File: config.mk
export PLATFORM = sky130hd
export DESIGN_NAME = j1_uart_io
export DESIGN_NICKNAME = d
export VERILOG_FILES = /design/src/rtl/j1_io_pkg.sv /design/src/rtl/j1_uart_bit_timer.sv /design/src/rtl/j1_uart_io.sv
export SDC_FILE = /design/constraint.sdc
export NUM_CORES = 1
export LEC_CHECK = 0
export ABC_AREA = 1
export CORE_UTILIZATION = 35
export DETAILED_ROUTE_END_ITERATION = 10
export PLACE_DENSITY_LB_ADDON = 0.1
export SYNTH_ARGS = -nofsm -noshare
export SYNTH_HDL_FRONTEND = slang
export SYNTH_SLANG_ARGS = --single-unit
File: constraint.sdc
create_clock -name sys_clk_i -period 1.55 [get_ports sys_clk_i]
set_clock_uncertainty 0.05 [all_clocks]
set_input_delay 0.31 -clock sys_clk_i [delete_from_list [all_inputs] [get_ports sys_clk_i]]
set_output_delay 0.31 -clock sys_clk_i [all_outputs]
set_load 0.005 [all_outputs]
File: src/rtl/j1_io_pkg.sv
// Shared definitions for the j1 UART I/O peripheral: register offsets,
// status bit positions and the TX/RX state encodings.
package j1_io_pkg;

  localparam logic [15:0] OFS_DATA   = 16'd0;
  localparam logic [15:0] OFS_STATUS = 16'd2;

  localparam int ST_TX_BUSY    = 0;
  localparam int ST_RX_VALID   = 1;
  localparam int ST_RX_OVERRUN = 2;
  localparam int ST_RX_FRERR   = 3;

  typedef enum logic [1:0] {
    TX_IDLE  = 2'd0,
    TX_START = 2'd1,
    TX_DATA  = 2'd2,
    TX_STOP  = 2'd3
  } tx_state_t;

  // RX_WAIT holds after a bad stop bit until the line returns high.
  typedef enum logic [2:0] {
    RX_IDLE  = 3'd0,
    RX_START = 3'd1,
    RX_DATA  = 3'd2,
    RX_STOP  = 3'd3,
    RX_WAIT  = 3'd4
  } rx_state_t;

  function automatic logic [15:0] status_word(input logic frerr, input logic overrun,
                                              input logic valid, input logic busy);
    logic [15:0] w;
    w                = 16'h0000;
    w[ST_TX_BUSY]    = busy;
    w[ST_RX_VALID]   = valid;
    w[ST_RX_OVERRUN] = overrun;
    w[ST_RX_FRERR]   = frerr;
    return w;
  endfunction

endpackage

File: src/rtl/j1_uart_bit_timer.sv
// Bit-period down-counter: full or half-period load, auto-reload on tick
// while enabled, so one load paces a whole run of bit periods.
module j1_uart_bit_timer #(
  parameter int CLKS_PER_BIT = 434
) (
  input  logic clk,
  input  logic rst,
  input  logic en,
  input  logic load,
  input  logic half_load,
  output logic tick
);

  localparam int W = $clog2(CLKS_PER_BIT);
  localparam logic [W-1:0] FULL_VAL = W'(CLKS_PER_BIT - 1);
  localparam logic [W-1:0] HALF_VAL = W'(CLKS_PER_BIT / 2 - 1);
  localparam logic [W-1:0] ZERO_VAL = {W{1'b0}};
  localparam logic [W-1:0] ONE_VAL  = W'(1);

  logic [W-1:0] cnt_r;

  // Counter register: loads take priority over counting.
  always_ff @(posedge clk) begin
    if (rst) begin
      cnt_r <= ZERO_VAL;
    end else if (load) begin
      cnt_r <= FULL_VAL;
    end else if (half_load) begin
      cnt_r <= HALF_VAL;
    end else if (en) begin
      if (cnt_r == ZERO_VAL) begin
        cnt_r <= FULL_VAL;
      end else begin
        cnt_r <= cnt_r - ONE_VAL;
      end
    end else begin
      cnt_r <= cnt_r;
    end
  end

  assign tick = en & (cnt_r == ZERO_VAL);

endmodule

File: src/rtl/j1_uart_io.sv
// 8N1 UART peripheral on the j1 I/O bus: DATA register for TX/RX bytes and
// a STATUS register with busy/valid/overrun/frame-error flags.
module j1_uart_io
  import j1_io_pkg::*;
#(
  parameter logic [15:0] BASE_ADDR    = 16'h5000,
  parameter int          CLKS_PER_BIT = 434
) (
  input  logic        sys_clk_i,
  input  logic        sys_rst_i,
  input  logic        io_rd,
  input  logic        io_wr,
  input  logic [15:0] io_addr,
  input  logic [15:0] io_dout,
  output logic [15:0] io_din,
  output logic        sel_o,
  output logic        uart_tx_o,
  input  logic        uart_rx_i
);

  localparam logic [15:0] ADDR_DATA   = BASE_ADDR + OFS_DATA;
  localparam logic [15:0] ADDR_STATUS = BASE_ADDR + OFS_STATUS;

  logic data_hit_s, status_hit_s, rd_data_s, wr_data_s, wr_status_s;
  logic unused_s;

  tx_state_t  tx_state_r, tx_state_nx_s;
  logic [7:0] tx_shift_r, tx_shift_nx_s;
  logic [2:0] tx_idx_r, tx_idx_nx_s;
  logic       tx_line_r, tx_line_nx_s;
  logic       tx_load_s, tx_en_s, tx_tick_s, tx_busy_s;

  rx_state_t  rx_state_r, rx_state_nx_s;
  logic [7:0] rx_shift_r, rx_shift_nx_s;
  logic [2:0] rx_idx_r, rx_idx_nx_s;
  logic       rx_meta_r, rx_sync_r;
  logic       rx_half_load_s, rx_en_s, rx_tick_s;
  logic       byte_done_s, frame_bad_s;

  logic [7:0] rx_data_r;
  logic       rx_valid_r, rx_overrun_r, rx_frerr_r;

  assign data_hit_s   = (io_addr == ADDR_DATA);
  assign status_hit_s = (io_addr == ADDR_STATUS);
  assign sel_o        = data_hit_s | status_hit_s;
  assign rd_data_s    = io_rd & data_hit_s;
  assign wr_data_s    = io_wr & data_hit_s;
  assign wr_status_s  = io_wr & status_hit_s;
  assign unused_s     = &{1'b0, io_dout[15:8]};

  assign tx_busy_s = (tx_state_r != TX_IDLE);
  assign uart_tx_o = tx_line_r;

  // Read mux: combinational because the CPU consumes io_din in the io_rd cycle.
  always_comb begin
    io_din = 16'h0000;
    if (data_hit_s) begin
      io_din = {8'h00, rx_data_r};
    end else if (status_hit_s) begin
      io_din = status_word(rx_frerr_r, rx_overrun_r, rx_valid_r, tx_busy_s);
    end else begin
      io_din = 16'h0000;
    end
  end

  j1_uart_bit_timer #(.CLKS_PER_BIT(CLKS_PER_BIT)) u_tx_timer (
    .clk       (sys_clk_i),
    .rst       (sys_rst_i),
    .en        (tx_en_s),
    .load      (tx_load_s),
    .half_load (1'b0),
    .tick      (tx_tick_s)
  );

  j1_uart_bit_timer #(.CLKS_PER_BIT(CLKS_PER_BIT)) u_rx_timer (
    .clk       (sys_clk_i),
    .rst       (sys_rst_i),
    .en        (rx_en_s),
    .load      (1'b0),
    .half_load (rx_half_load_s),
    .tick      (rx_tick_s)
  );

  // TX state, shifter and registered serial line.
  always_ff @(posedge sys_clk_i) begin
    if (sys_rst_i) begin
      tx_state_r <= TX_IDLE;
      tx_shift_r <= 8'h00;
      tx_idx_r   <= 3'd0;
      tx_line_r  <= 1'b1;
    end else begin
      tx_state_r <= tx_state_nx_s;
      tx_shift_r <= tx_shift_nx_s;
      tx_idx_r   <= tx_idx_nx_s;
      tx_line_r  <= tx_line_nx_s;
    end
  end

  // TX next-state: the line value for the next bit is chosen at each tick.
  always_comb begin
    tx_state_nx_s = tx_state_r;
    tx_shift_nx_s = tx_shift_r;
    tx_idx_nx_s   = tx_idx_r;
    tx_line_nx_s  = tx_line_r;
    tx_load_s     = 1'b0;
    tx_en_s       = 1'b0;
    case (tx_state_r)
      TX_IDLE: begin
        tx_line_nx_s = 1'b1;
        if (wr_data_s) begin
          tx_state_nx_s = TX_START;
          tx_shift_nx_s = io_dout[7:0];
          tx_idx_nx_s   = 3'd0;
          tx_line_nx_s  = 1'b0;
          tx_load_s     = 1'b1;
        end else begin
          tx_state_nx_s = TX_IDLE;
        end
      end
      TX_START: begin
        tx_en_s = 1'b1;
        if (tx_tick_s) begin
          tx_state_nx_s = TX_DATA;
          tx_line_nx_s  = tx_shift_r[0];
        end else begin
          tx_state_nx_s = TX_START;
        end
      end
      TX_DATA: begin
        tx_en_s = 1'b1;
        if (tx_tick_s && (tx_idx_r == 3'd7)) begin
          tx_state_nx_s = TX_STOP;
          tx_line_nx_s  = 1'b1;
        end else if (tx_tick_s) begin
          tx_shift_nx_s = {1'b0, tx_shift_r[7:1]};
          tx_line_nx_s  = tx_shift_r[1];
          tx_idx_nx_s   = tx_idx_r + 3'd1;
        end else begin
          tx_state_nx_s = TX_DATA;
        end
      end
      TX_STOP: begin
        tx_en_s = 1'b1;
        if (tx_tick_s) begin
          tx_state_nx_s = TX_IDLE;
        end else begin
          tx_state_nx_s = TX_STOP;
        end
      end
      default: begin
        tx_state_nx_s = TX_IDLE;
        tx_line_nx_s  = 1'b1;
      end
    endcase
  end

  // RX synchronizer and receive state registers.
  always_ff @(posedge sys_clk_i) begin
    if (sys_rst_i) begin
      rx_meta_r  <= 1'b1;
      rx_sync_r  <= 1'b1;
      rx_state_r <= RX_IDLE;
      rx_shift_r <= 8'h00;
      rx_idx_r   <= 3'd0;
    end else begin
      rx_meta_r  <= uart_rx_i;
      rx_sync_r  <= rx_meta_r;
      rx_state_r <= rx_state_nx_s;
      rx_shift_r <= rx_shift_nx_s;
      rx_idx_r   <= rx_idx_nx_s;
    end
  end

  // RX next-state: half-period load centres every later sample mid-bit.
  always_comb begin
    rx_state_nx_s  = rx_state_r;
    rx_shift_nx_s  = rx_shift_r;
    rx_idx_nx_s    = rx_idx_r;
    rx_half_load_s = 1'b0;
    rx_en_s        = 1'b0;
    byte_done_s    = 1'b0;
    frame_bad_s    = 1'b0;
    case (rx_state_r)
      RX_IDLE: begin
        if (!rx_sync_r) begin
          rx_state_nx_s  = RX_START;
          rx_half_load_s = 1'b1;
        end else begin
          rx_state_nx_s = RX_IDLE;
        end
      end
      RX_START: begin
        rx_en_s = 1'b1;
        if (rx_tick_s && rx_sync_r) begin
          rx_state_nx_s = RX_IDLE;
        end else if (rx_tick_s) begin
          rx_state_nx_s = RX_DATA;
          rx_idx_nx_s   = 3'd0;
        end else begin
          rx_state_nx_s = RX_START;
        end
      end
      RX_DATA: begin
        rx_en_s = 1'b1;
        if (rx_tick_s) begin
          rx_shift_nx_s = {rx_sync_r, rx_shift_r[7:1]};
          if (rx_idx_r == 3'd7) begin
            rx_state_nx_s = RX_STOP;
          end else begin
            rx_idx_nx_s = rx_idx_r + 3'd1;
          end
        end else begin
          rx_state_nx_s = RX_DATA;
        end
      end
      RX_STOP: begin
        rx_en_s = 1'b1;
        if (rx_tick_s && rx_sync_r) begin
          byte_done_s   = 1'b1;
          rx_state_nx_s = RX_IDLE;
        end else if (rx_tick_s) begin
          frame_bad_s   = 1'b1;
          rx_state_nx_s = RX_WAIT;
        end else begin
          rx_state_nx_s = RX_STOP;
        end
      end
      RX_WAIT: begin
        if (rx_sync_r) begin
          rx_state_nx_s = RX_IDLE;
        end else begin
          rx_state_nx_s = RX_WAIT;
        end
      end
      default: begin
        rx_state_nx_s = RX_IDLE;
      end
    endcase
  end

  // Receive status: a completing byte beats a same-cycle DATA read, and
  // sticky error sets beat same-cycle clear writes.
  always_ff @(posedge sys_clk_i) begin
    if (sys_rst_i) begin
      rx_data_r    <= 8'h00;
      rx_valid_r   <= 1'b0;
      rx_overrun_r <= 1'b0;
      rx_frerr_r   <= 1'b0;
    end else begin
      if (byte_done_s && (!rx_valid_r || rd_data_s)) begin
        rx_data_r  <= rx_shift_r;
        rx_valid_r <= 1'b1;
      end else if (rd_data_s) begin
        rx_valid_r <= 1'b0;
      end else begin
        rx_valid_r <= rx_valid_r;
      end

      if (byte_done_s && rx_valid_r && !rd_data_s) begin
        rx_overrun_r <= 1'b1;
      end else if (wr_status_s && io_dout[ST_RX_OVERRUN]) begin
        rx_overrun_r <= 1'b0;
      end else begin
        rx_overrun_r <= rx_overrun_r;
      end

      if (frame_bad_s) begin
        rx_frerr_r <= 1'b1;
      end else if (wr_status_s && io_dout[ST_RX_FRERR]) begin
        rx_frerr_r <= 1'b0;
      end else begin
        rx_frerr_r <= rx_frerr_r;
      end
    end
  end

endmodule

==> results.sh <==
export IMPL_diodes=0
export IMPL_min_period_over_period_pct=109.7
export IMPL_hp_class="flip-flop to flip-flop"
export IMPL_synth_cell_types=40
export IMPL_synth_top_family_by_area="simple AND/OR/NAND/NOR gates"
export IMPL_drt_total_wl_um=8414
export IMPL_reg2reg_to="tx_shift_r[2]"
export IMPL_yosys_area_share_simple_pct=31.60
export IMPL_layout_nets=627
export IMPL_cp_max_fo=2
export IMPL_status="finished with violations"
export IMPL_criticalPathCategory="input port to output port"
export IMPL_clock_sinks=59
export IMPL_clkLatencyLatePin_ns=0.34
export IMPL_grt_pass1_wl_um=14030
export IMPL_routedWlPerCell_um=12.14
export IMPL_multiInputGateArea_um2=2100
export IMPL_grt_overflow=0
export IMPL_synth_edf_count=0
export IMPL_finalNonFillerCells=693
export IMPL_drive_gt1_share_pct=36.94
export IMPL_utilization_pct=53.78
export IMPL_cts_buffer_depth=2
export IMPL_ys_ff_latch=59
export IMPL_die_w_um=99.02
export IMPL_gp_congestion=0.7789
export IMPL_static_leakage_power_nw=2.281
export IMPL_synth_area_um2=3294
export IMPL_rrSetupSlack_ns=-0.07
export IMPL_synth_mux_area_share_pct=1.823
export IMPL_worstHoldPathCells=1
export IMPL_coreArea_um2=9196
export IMPL_final_common_cell="nand2_1"
export IMPL_hold_path_end="rx_sync_r"
export IMPL_p_per_area_nw_per_um2=703.1
export IMPL_syn_avg_cell_area_um2=6.936
export IMPL_critPathCaptureType="output port"
export IMPL_cts_tree="yes"
export IMPL_num_rows=35
export IMPL_cts_buffers_inserted=9
export IMPL_vdd_ir_drop_max_v=0.0004560
export IMPL_io_pins=55
export IMPL_worstHoldStart="rx_meta_r"
export IMPL_antenna_found_initial=0
export IMPL_drv_slew=0
export IMPL_die_height_um=99.02
export IMPL_grt_start_max_net_pins=29
export IMPL_layout_setup_ws_ns=-0.1496
export IMPL_violations="negative setup slack"
export IMPL_required_ns=1.19
export IMPL_rsz0062_at_grt="yes"
export IMPL_ctsHtreeMaxLevel=3
export IMPL_finalSetupViolations=23
export IMPL_min_period_ns=1.700
export IMPL_total_power_mw=3.478
export IMPL_dp_slack_ns=-0.9154
export IMPL_fin_setup_tns_ns=-1.674
export IMPL_drc=0
export IMPL_reg2reg_from="tx_state_r[0]"
export IMPL_critPathLaunchType="input port"
export IMPL_vias=3253
export IMPL_root_buffer="clkbuf_8"
export IMPL_antenna_left=0
export IMPL_max_freq_mhz=588.4
export IMPL_fillers=915
export IMPL_ys_warn_count=0
export IMPL_synthXorXnorAreaFrac_pct=1.595
export IMPL_arrival_ns=1.34
export IMPL_finalHoldViolations=0
export IMPL_track_usage_pct=17.98
export IMPL_first_global_vias=3069
export IMPL_synth_cells=475
export IMPL_area_delta_synth_final_pct=50.13
export IMPL_placed_cells=659
export IMPL_clk_pin_slew_worst_paths_ns=0.07
export IMPL_layout_area_seq_um2=1189
export IMPL_dpl_hpwl_um=5642
export IMPL_rr_worst_depth=10
export IMPL_die_area_um2=9805
export IMPL_async_flop_share_pct=0
export IMPL_layout_common_cells="nand2_1, nor2_1, dfxtp_1"
export IMPL_initial_core_util_pct=35.82
export IMPL_first_iter_violations=63
export IMPL_port_buffers=38
export IMPL_synth_adder_area_share_pct=4.937
export IMPL_maxCapViolCount=0
export IMPL_cts_hold_buf=0
export IMPL_vias_per_cell=4.694
export IMPL_detail_route_first_pass_iterations=4
export IMPL_synth_flop_cell="dfxtp_1"
export IMPL_synth_compound_area_share_pct=12.27
export IMPL_seq_area_frac_synth_pct=35.85
final cells by class:
class                           count  share of cell area (%)
Multi-Input combinational cell    334                   42.45
Clock buffer                        9                   2.504
Tap cell                          111                   2.808
Timing Repair Buffer              105                   21.50
Clock inverter                      7                   1.391
Inverter                           68                   5.312
Sequential cell                    59                   24.03
worst max path at each step:
stage                              from       endpoint  slack, ns  cells past startpoint
final                        io_addr[7]      io_din[0]      -0.15                     11
after global routing      tx_state_r[0]      uart_tx_o      -0.22                     10
after CTS                 tx_state_r[0]    tx_idx_r[0]      -0.10                     11
after detailed placement     io_addr[3]      io_din[0]      -0.92                      9
after global placement       io_addr[3]      io_din[0]      -0.88                      9
after floorplan           tx_state_r[1]  tx_shift_r[1]      0.001                      9
registers in the layout (all words and copies together), names as in the netlist, 2 cells and up:
signal / cells
rx_data_r: 8
rx_idx_r: 3
rx_shift_r: 8
rx_state_r: 3
tx_idx_r: 3
tx_shift_r: 8
tx_state_r: 2
u_rx_timer.cnt_r: 9
u_tx_timer.cnt_r: 9
stage by stage:
stage	cell area, um^2	hold slack [ns]
6_report	4946	0.3729
5_1_grt	4946	0.3933
4_1_cts	4730	0.3746
3_5_place_dp	4131	0.3593
3_3_place_gp	4131	0.3425
2_1_floorplan	3347	0.3395
critical path, cell delays in order:
cell     delay, ns
buf_6         0.10
nor2_4        0.10
nand2_2       0.09
nor2_4        0.16
buf_6         0.12
nand2_4       0.06
inv_4         0.07
buf_6         0.10
nand2_4       0.04
o21ai_2       0.06
buf_2         0.13
synth_stat cells, types with 2 or more instances:
cell	n	share of area, %
a32o_1	3	0.91
buf_2	5	0.76
nand4_1	3	0.57
a21oi_1	37	5.6
o21ai_1	5	0.76
or2_2	2	0.38
nor2_4	3	1.0
xnor2_1	2	0.53
nor2_1	75	8.5
nand2_4	3	1.0
nor3_1	9	1.4
o21ai_0	16	2.4
inv_2	6	0.68
nand2_2	4	0.76
a211oi_1	3	0.68
buf_4	11	2.5
nand2_1	84	9.6
nor2_2	2	0.38
xor2_1	4	1.1
mux2i_1	6	1.8
ha_1	13	4.9
inv_1	61	7.0
nand3b_1	4	0.91
dfxtp_1	59	36
nand3_1	38	5.8
clkbuf_1	3	0.34
routing by layer:
metal	track usage (%)	part of all wire, %	vias to the layer above
met5	0	0	-
met4	5.281	1.4	0
met3	4.184	3.6	10
met2	31.25	50	40
met1	22.04	45	1494
li1	-	-	1709
what timing repair did:
action                     CTS  global route
pin swaps                   30            30
resized for setup          171            57
setup endpoints to repair   52            58
gates cloned                 3             1
buffers inserted            16             3
cell families after synthesis:
kind of cell               after synthesis
adders and majority gates               13
muxes                                    6
buffers and inverters                   89
AOI/OAI and AO/OA                       71
DFF                                     59
and+or+nand+nor                        230
other                                    1
xor gates and xnor gates                 6
where the power goes:
part | internal, mW | total, mW | switching, mW | leakage [nW]
Sequential | 1.54 | 1.57 | 0.0230 | 0.479
Clock | 0.735 | 1.40 | 0.668 | 0.0950
Combinational | 0.224 | 0.507 | 0.283 | 1.71
Note: power is estimated with default switching activity, not from simulation.
